`config.mk`:
```
export PLATFORM = sky130hd
export DESIGN_NAME = psum_accumulator
export DESIGN_NICKNAME = d
export VERILOG_FILES = /design/src/rtl/sfu_pkg.sv /design/src/rtl/sfu_lane.sv /design/src/rtl/psum_accumulator.sv
export SDC_FILE = /design/constraint.sdc
export NUM_CORES = 1
export LEC_CHECK = 0
export CAP_MARGIN = 25
export CORE_ASPECT_RATIO = 1.4
export CORE_MARGIN = 2
export CORE_UTILIZATION = 45
export CTS_BUF_LIST = sky130_fd_sc_hd__clkbuf_8 sky130_fd_sc_hd__clkbuf_16
export CTS_CLUSTER_DIAMETER = 80
export DETAILED_ROUTE_END_ITERATION = 8
export GPL_ROUTABILITY_DRIVEN = 0
export GPL_TIMING_DRIVEN = 0
export PLACE_DENSITY = 0.79
export SLEW_MARGIN = 20
export SYNTH_ARGS = -nofsm -noshare
export SYNTH_HDL_FRONTEND = slang
export SYNTH_SLANG_ARGS = --single-unit
export TNS_END_PERCENT = 100
```
`constraint.sdc`:
```
create_clock -name clk -period 5.4 [get_ports clk]
set_input_delay 0.81 -clock clk [delete_from_list [all_inputs] [get_ports clk]]
set_output_delay 0.81 -clock clk [all_outputs]
set_load 0.01 [all_outputs]
```
`src/rtl/sfu_pkg.sv`:
```
// Shared types and lane arithmetic for the PMEM psum accumulator.
// The saturating add and ReLU are defined at the default psum width.
package sfu_pkg;

    localparam int unsigned PSUM_BW = 16;
    localparam int unsigned COL     = 8;

    typedef enum logic [1:0] {
        IDLE,
        POP,
        WB,
        FIN
    } acc_state_t;

    // Add with a one-bit guard; a sign disagreement between guard and MSB marks overflow.
    function automatic logic [PSUM_BW-1:0] sat_add(input logic [PSUM_BW-1:0] a,
                                                   input logic [PSUM_BW-1:0] b);
        logic [PSUM_BW:0] s;
        s = {a[PSUM_BW-1], a} + {b[PSUM_BW-1], b};
        if (s[PSUM_BW] != s[PSUM_BW-1]) begin
            return s[PSUM_BW] ? {1'b1, {(PSUM_BW-1){1'b0}}} : {1'b0, {(PSUM_BW-1){1'b1}}};
        end
        return s[PSUM_BW-1:0];
    endfunction

    function automatic logic [PSUM_BW-1:0] relu(input logic [PSUM_BW-1:0] x);
        return x[PSUM_BW-1] ? '0 : x;
    endfunction

endpackage

```
`src/rtl/sfu_lane.sv`:
```
// One psum lane: overwrite or saturating accumulate, then optional ReLU.
module sfu_lane
    import sfu_pkg::*;
#(
    parameter int unsigned psum_bw = PSUM_BW
) (
    input  logic [psum_bw-1:0] data,
    input  logic [psum_bw-1:0] q,
    input  logic               first,
    input  logic               last,
    output logic [psum_bw-1:0] wdata
);

    logic [psum_bw-1:0] v;

    always_comb begin
        v     = first ? data : sat_add(data, q);
        wdata = last ? relu(v) : v;
    end

endmodule

```
`src/rtl/psum_accumulator.sv`:
```
// Pops OFIFO rows and read-modify-writes them into PMEM, one row per address,
// at two cycles per row (POP issues the read, WB writes the combined value).
module psum_accumulator
    import sfu_pkg::*;
#(
    parameter int unsigned col     = COL,
    parameter int unsigned psum_bw = PSUM_BW,
    parameter int unsigned nrow    = 16,
    parameter int unsigned addr_bw = 9
) (
    input  logic                     clk,
    input  logic                     reset,
    input  logic                     start,
    input  logic                     kij_first,
    input  logic                     kij_last,
    input  logic [addr_bw-1:0]       base_addr,
    output logic                     busy,
    output logic                     done,
    input  logic [psum_bw*col-1:0]   ofifo_out,
    input  logic                     ofifo_valid,
    output logic                     ofifo_rd,
    input  logic [psum_bw*col-1:0]   mem_q,
    output logic [psum_bw*col-1:0]   mem_d,
    output logic [addr_bw-1:0]       mem_addr,
    output logic                     mem_cen,
    output logic                     mem_wen
);

    localparam int unsigned      CNT_W    = (nrow > 1) ? $clog2(nrow) : 1;
    localparam logic [CNT_W-1:0] LAST_ROW = CNT_W'(nrow - 1);

    acc_state_t               state;
    acc_state_t               state_next;
    logic [CNT_W-1:0]         row_cnt;
    logic                     first_r;
    logic                     last_r;
    logic [addr_bw-1:0]       base_r;
    logic [addr_bw-1:0]       row_addr;
    logic [psum_bw*col-1:0]   data_r;
    logic [psum_bw*col-1:0]   wdata;

    // Wraps naturally modulo 2^addr_bw.
    assign row_addr = base_r + addr_bw'(row_cnt);

    for (genvar i = 0; i < col; i++) begin : g_lane
        sfu_lane #(
            .psum_bw(psum_bw)
        ) u_lane (
            .data (data_r[i*psum_bw +: psum_bw]),
            .q    (mem_q[i*psum_bw +: psum_bw]),
            .first(first_r),
            .last (last_r),
            .wdata(wdata[i*psum_bw +: psum_bw])
        );
    end

    always_ff @(posedge clk or negedge reset) begin
        if (!reset) begin
            state   <= IDLE;
            row_cnt <= '0;
            first_r <= 1'b0;
            last_r  <= 1'b0;
            base_r  <= '0;
            data_r  <= '0;
        end else begin
            state <= state_next;
            case (state)
                IDLE: begin
                    if (start) begin
                        first_r <= kij_first;
                        last_r  <= kij_last;
                        base_r  <= base_addr;
                        row_cnt <= '0;
                    end
                end
                POP: begin
                    if (ofifo_valid) begin
                        data_r <= ofifo_out;
                    end
                end
                WB: begin
                    if (row_cnt != LAST_ROW) begin
                        row_cnt <= row_cnt + 1'b1;
                    end
                end
                default: ;
            endcase
        end
    end

    always_comb begin
        state_next = state;
        busy       = (state != IDLE);
        done       = 1'b0;
        ofifo_rd   = 1'b0;
        mem_cen    = 1'b1;
        mem_wen    = 1'b1;
        mem_addr   = '0;
        mem_d      = '0;
        case (state)
            IDLE: begin
                if (start) begin
                    state_next = POP;
                end
            end
            POP: begin
                if (ofifo_valid) begin
                    ofifo_rd   = 1'b1;
                    state_next = WB;
                    if (!first_r) begin
                        mem_cen  = 1'b0;
                        mem_addr = row_addr;
                    end
                end
            end
            WB: begin
                mem_cen    = 1'b0;
                mem_wen    = 1'b0;
                mem_addr   = row_addr;
                mem_d      = wdata;
                state_next = (row_cnt == LAST_ROW) ? FIN : POP;
            end
            FIN: begin
                done       = 1'b1;
                state_next = IDLE;
            end
            default: state_next = IDLE;
        endcase
    end

endmodule

```
==> impl_metrics.ini <==
[detailed_routing]
antenna_left = 0
routed_via_density = 5.91
firstDrtPassIters = 6
wirelength_um = 52900
drc = 0
vias = 15000
avgRoutedWirePerCell_um = 20.9
drt-initial-drc-count = 809

[yosys]
synth-simple-area-share_pct = 15.3
ys_seq_area_share_pct = 26.7
synth-adder-area-share_pct = 15.4
synth_edf_count = 0
synthMuxAreaShare_pct = 9.29
synthCells = 1609
synth-seq-cells = 145
synth_top_family_by_area = compound AO/OA/AOI/OAI gates
ys_async_sr_fraction_pct = 100
syn_nets = 2041
synth_xor_area_share_pct = 7.10
syn_avg_cell_area_um2 = 8.44
synth_compound_area_share_pct = 23.0
ys_types = 60
ys_warn_count = 0
synthesis.area_um2 = 13600
synth_ff_type = dfrtp_1

[finish]
num-nets-final = 2557
fill_cells = 2311
area_growth_pct = 49.8
drive_gt1_share_pct = 21.3
final_area_um2 = 20300

[placement]
dp_hpwl_um = 37800
dpl_worst_slack_ns = -1.41
portBuffers = 412
placed_cell_area_um2 = 18200

[cts]
cts_buffer_depth = 2
cts_buffers = 17
ctsHoldBuffers = 0
cts.clk_slew.worst_paths_ns = 0.07
cts_root_buf = clkbuf_16
cts_tree = yes
cts.sinks = 145
insertion_delay_ns = 0.44
h-tree-depth = 4

[sta]
fin_ws_ns = 0.0404
max_slew_margin_pct = 36.4
finalCritPeriodShare_pct = 99.3
setup_viol = 0
finalClockSkew_ns = 0.00893
slew_violations = 0
final-hold-violation-count = 0
finalCriticalPeriod_ns = 5.36
max_freq_mhz = 187
finalSetupTns_ns = 0
holdWs_ns = 0.336
tightest_slew_ns = 0.954

[run_status]
status = finished, final reports clean

[critical_path]
cp-start-kind = input pin
cp_max_fo = 7
endpoint_kind = primary output
r2r_slack_ns = 2.23
cp_data_arrival_time_ns = 4.55
required_ns = 4.59
crit_type = input pin to primary output

[grt]
grt_max_degree = 75
grt.total_usage_pct = 31.9
grt_pass1_wl_um = 78400
grt_overflow = 0
antenna_found_initial = 8
first_global_vias = 15000

[floorplan]
start_util_pct = 45.5
die_h_um = 210
row_count = 75
dieArea_um2 = 31600
die_w_um = 151
boundaryPins = 413
core_area_um2 = 29800

[power]
leakagePower_nw = 8.87
max-vdd-ir-drop_mv = 0.425
powerDensity_nw_per_um2 = 725

[hold_path]
hold_path.class = input pin to async pin

[flow_run]
cap_violations = 0
==> report_power, final <==
| group | switching, mW | leakage [nW] | internal [mW] |
|---|---|---|---|
| clock | 0.531 | 0.265 | 0.643 |
| sequential | 0.513 | 1.74 | 1.64 |
| combinational | 6.28 | 6.87 | 5.15 |
| total | 7.33 | 8.87 | 7.43 |
==> cells in the final DEF, fill, tap and decap left out, drive strengths merged, types with 75 or more instances in the layout <==
cell / count
clkdlybuf4s50: 299
nand2: 170
o21ai: 169
ha: 152
nor2: 150
dfrtp: 145
mux2: 112
a21oi: 101
buf: 95
clkbuf: 84
xnor2: 75
==> path summary, 6_finish.rpt <==
path / startpoint / cells after the start / endpoint
worst min register to register: base_r[0] / 1 / base_r[0]
worst max-delay path: mem_q[64] / 18 / mem_d[65]
min in group clk: base_r[0] / 1 / base_r[0]
worst min-delay path: reset / 1 / data_r[68]
max in group asynchronous: reset / 2 / data_r[13]
worst max register to register: first_r / 6 / first_r
==> metrics by stage <==
step,power [mW],util [%],instances
2_1_floorplan,8.42,-,1609
3_3_place_gp,11.5,60.9,2406
3_5_place_dp,11.8,61.0,2407
4_1_cts,13.9,66.3,2486
5_1_grt,15.8,68.2,2531
6_report,14.8,68.2,2531
==> per-layer routing <==
metal	wire length [um]	track usage, %
met1	18900	34.2
met2	26800	57.3
met3	3560	5.65
met4	3640	19.4
met5	0	0
==> cells in the mapped netlist, types with 4 or more instances <==
cell / instances / area share, %
a21oi_1: 100 / 3.7
o21ai_1: 6 / 0.22
nor2_1: 149 / 4.1
o21ai_0: 163 / 6.0
xnor2_1: 75 / 4.8
nand2b_1: 20 / 0.92
a221oi_1: 25 / 1.6
nand2_1: 170 / 4.7
o21bai_1: 16 / 0.88
o21a_1: 21 / 1.2
xor2_1: 35 / 2.3
ha_1: 152 / 14
fa_1: 9 / 1.3
a31oi_1: 15 / 0.69
a22oi_1: 4 / 0.22
a211oi_1: 41 / 2.3
and2_1: 8 / 0.37
nand3_1: 21 / 0.77
o211ai_1: 11 / 0.61
nor2b_1: 18 / 0.83
or3_1: 11 / 0.51
o22ai_1: 7 / 0.32
mux2_2: 112 / 9.3
and3_1: 14 / 0.65
dfrtp_1: 145 / 27
inv_1: 63 / 1.7
clkbuf_1: 46 / 1.3
a21o_1: 44 / 2.4
nor3_1: 51 / 1.9
a211o_1: 9 / 0.58
==> cells by family (layout without fill, tap and decap cells) <==
group / count (synthesis) / after routing
simple gates: 473 / 474
compound gates: 495 / 497
mux: 112 / 112
other cells: 0 / 8
fa+ha+maj: 162 / 162
flops: 145 / 145
xor+xnor: 110 / 110
buf+inv: 112 / 638
==> cell type report <==
| class | count | area (um2) | area share (%) |
|---|---|---|---|
| well taps | 385 | 482 | 2.37 |
| clock buffers | 18 | 439 | 2.16 |
| plain buffers | 45 | 195 | 0.960 |
| repair buffers | 498 | 4640 | 22.8 |
| flip-flops and latches | 145 | 3630 | 17.8 |
| clock inverters | 14 | 118 | 0.578 |
| multi-input cells | 1355 | 10600 | 52.0 |
| diodes | 8 | 20.0 | 0.0984 |
| inverters | 63 | 240 | 1.18 |
==> worst max-delay path, stage by stage <==
cell and delay (ns):
clkdlybuf4s50_1 0.41, ha_1 0.25, fa_2 0.40, a211oi_2 0.29
o21ai_1 0.14, a21o_1 0.23, a211oi_4 0.28, o21ai_2 0.14
a31oi_4 0.28, ha_1 0.18, nor2_1 0.05, o21ai_1 0.13
nand2_1 0.11, buf_4 0.20, nand2_4 0.08, buf_4 0.17
o22ai_1 0.11, dlygate4sd2_1 0.31
==> registers in the layout, indices dropped and copies added, names as in the netlist <==
| signal | count |
|---|---|
| data_r | 128 |
| base_r | 9 |
| state | 2 |
| row_cnt | 4 |
| first_r | 1 |
| last_r | 1 |
==> repair_timing <==
| item | CTS | global route |
|---|---|---|
| endpoints found under the setup margin | 112 | 105 |
| resized for setup | 347 | 153 |
| buffers inserted | 47 | 35 |
| cloned | 4 | 0 |
| pin swaps | 45 | 56 |
Power figures use the tool's default switching activity.
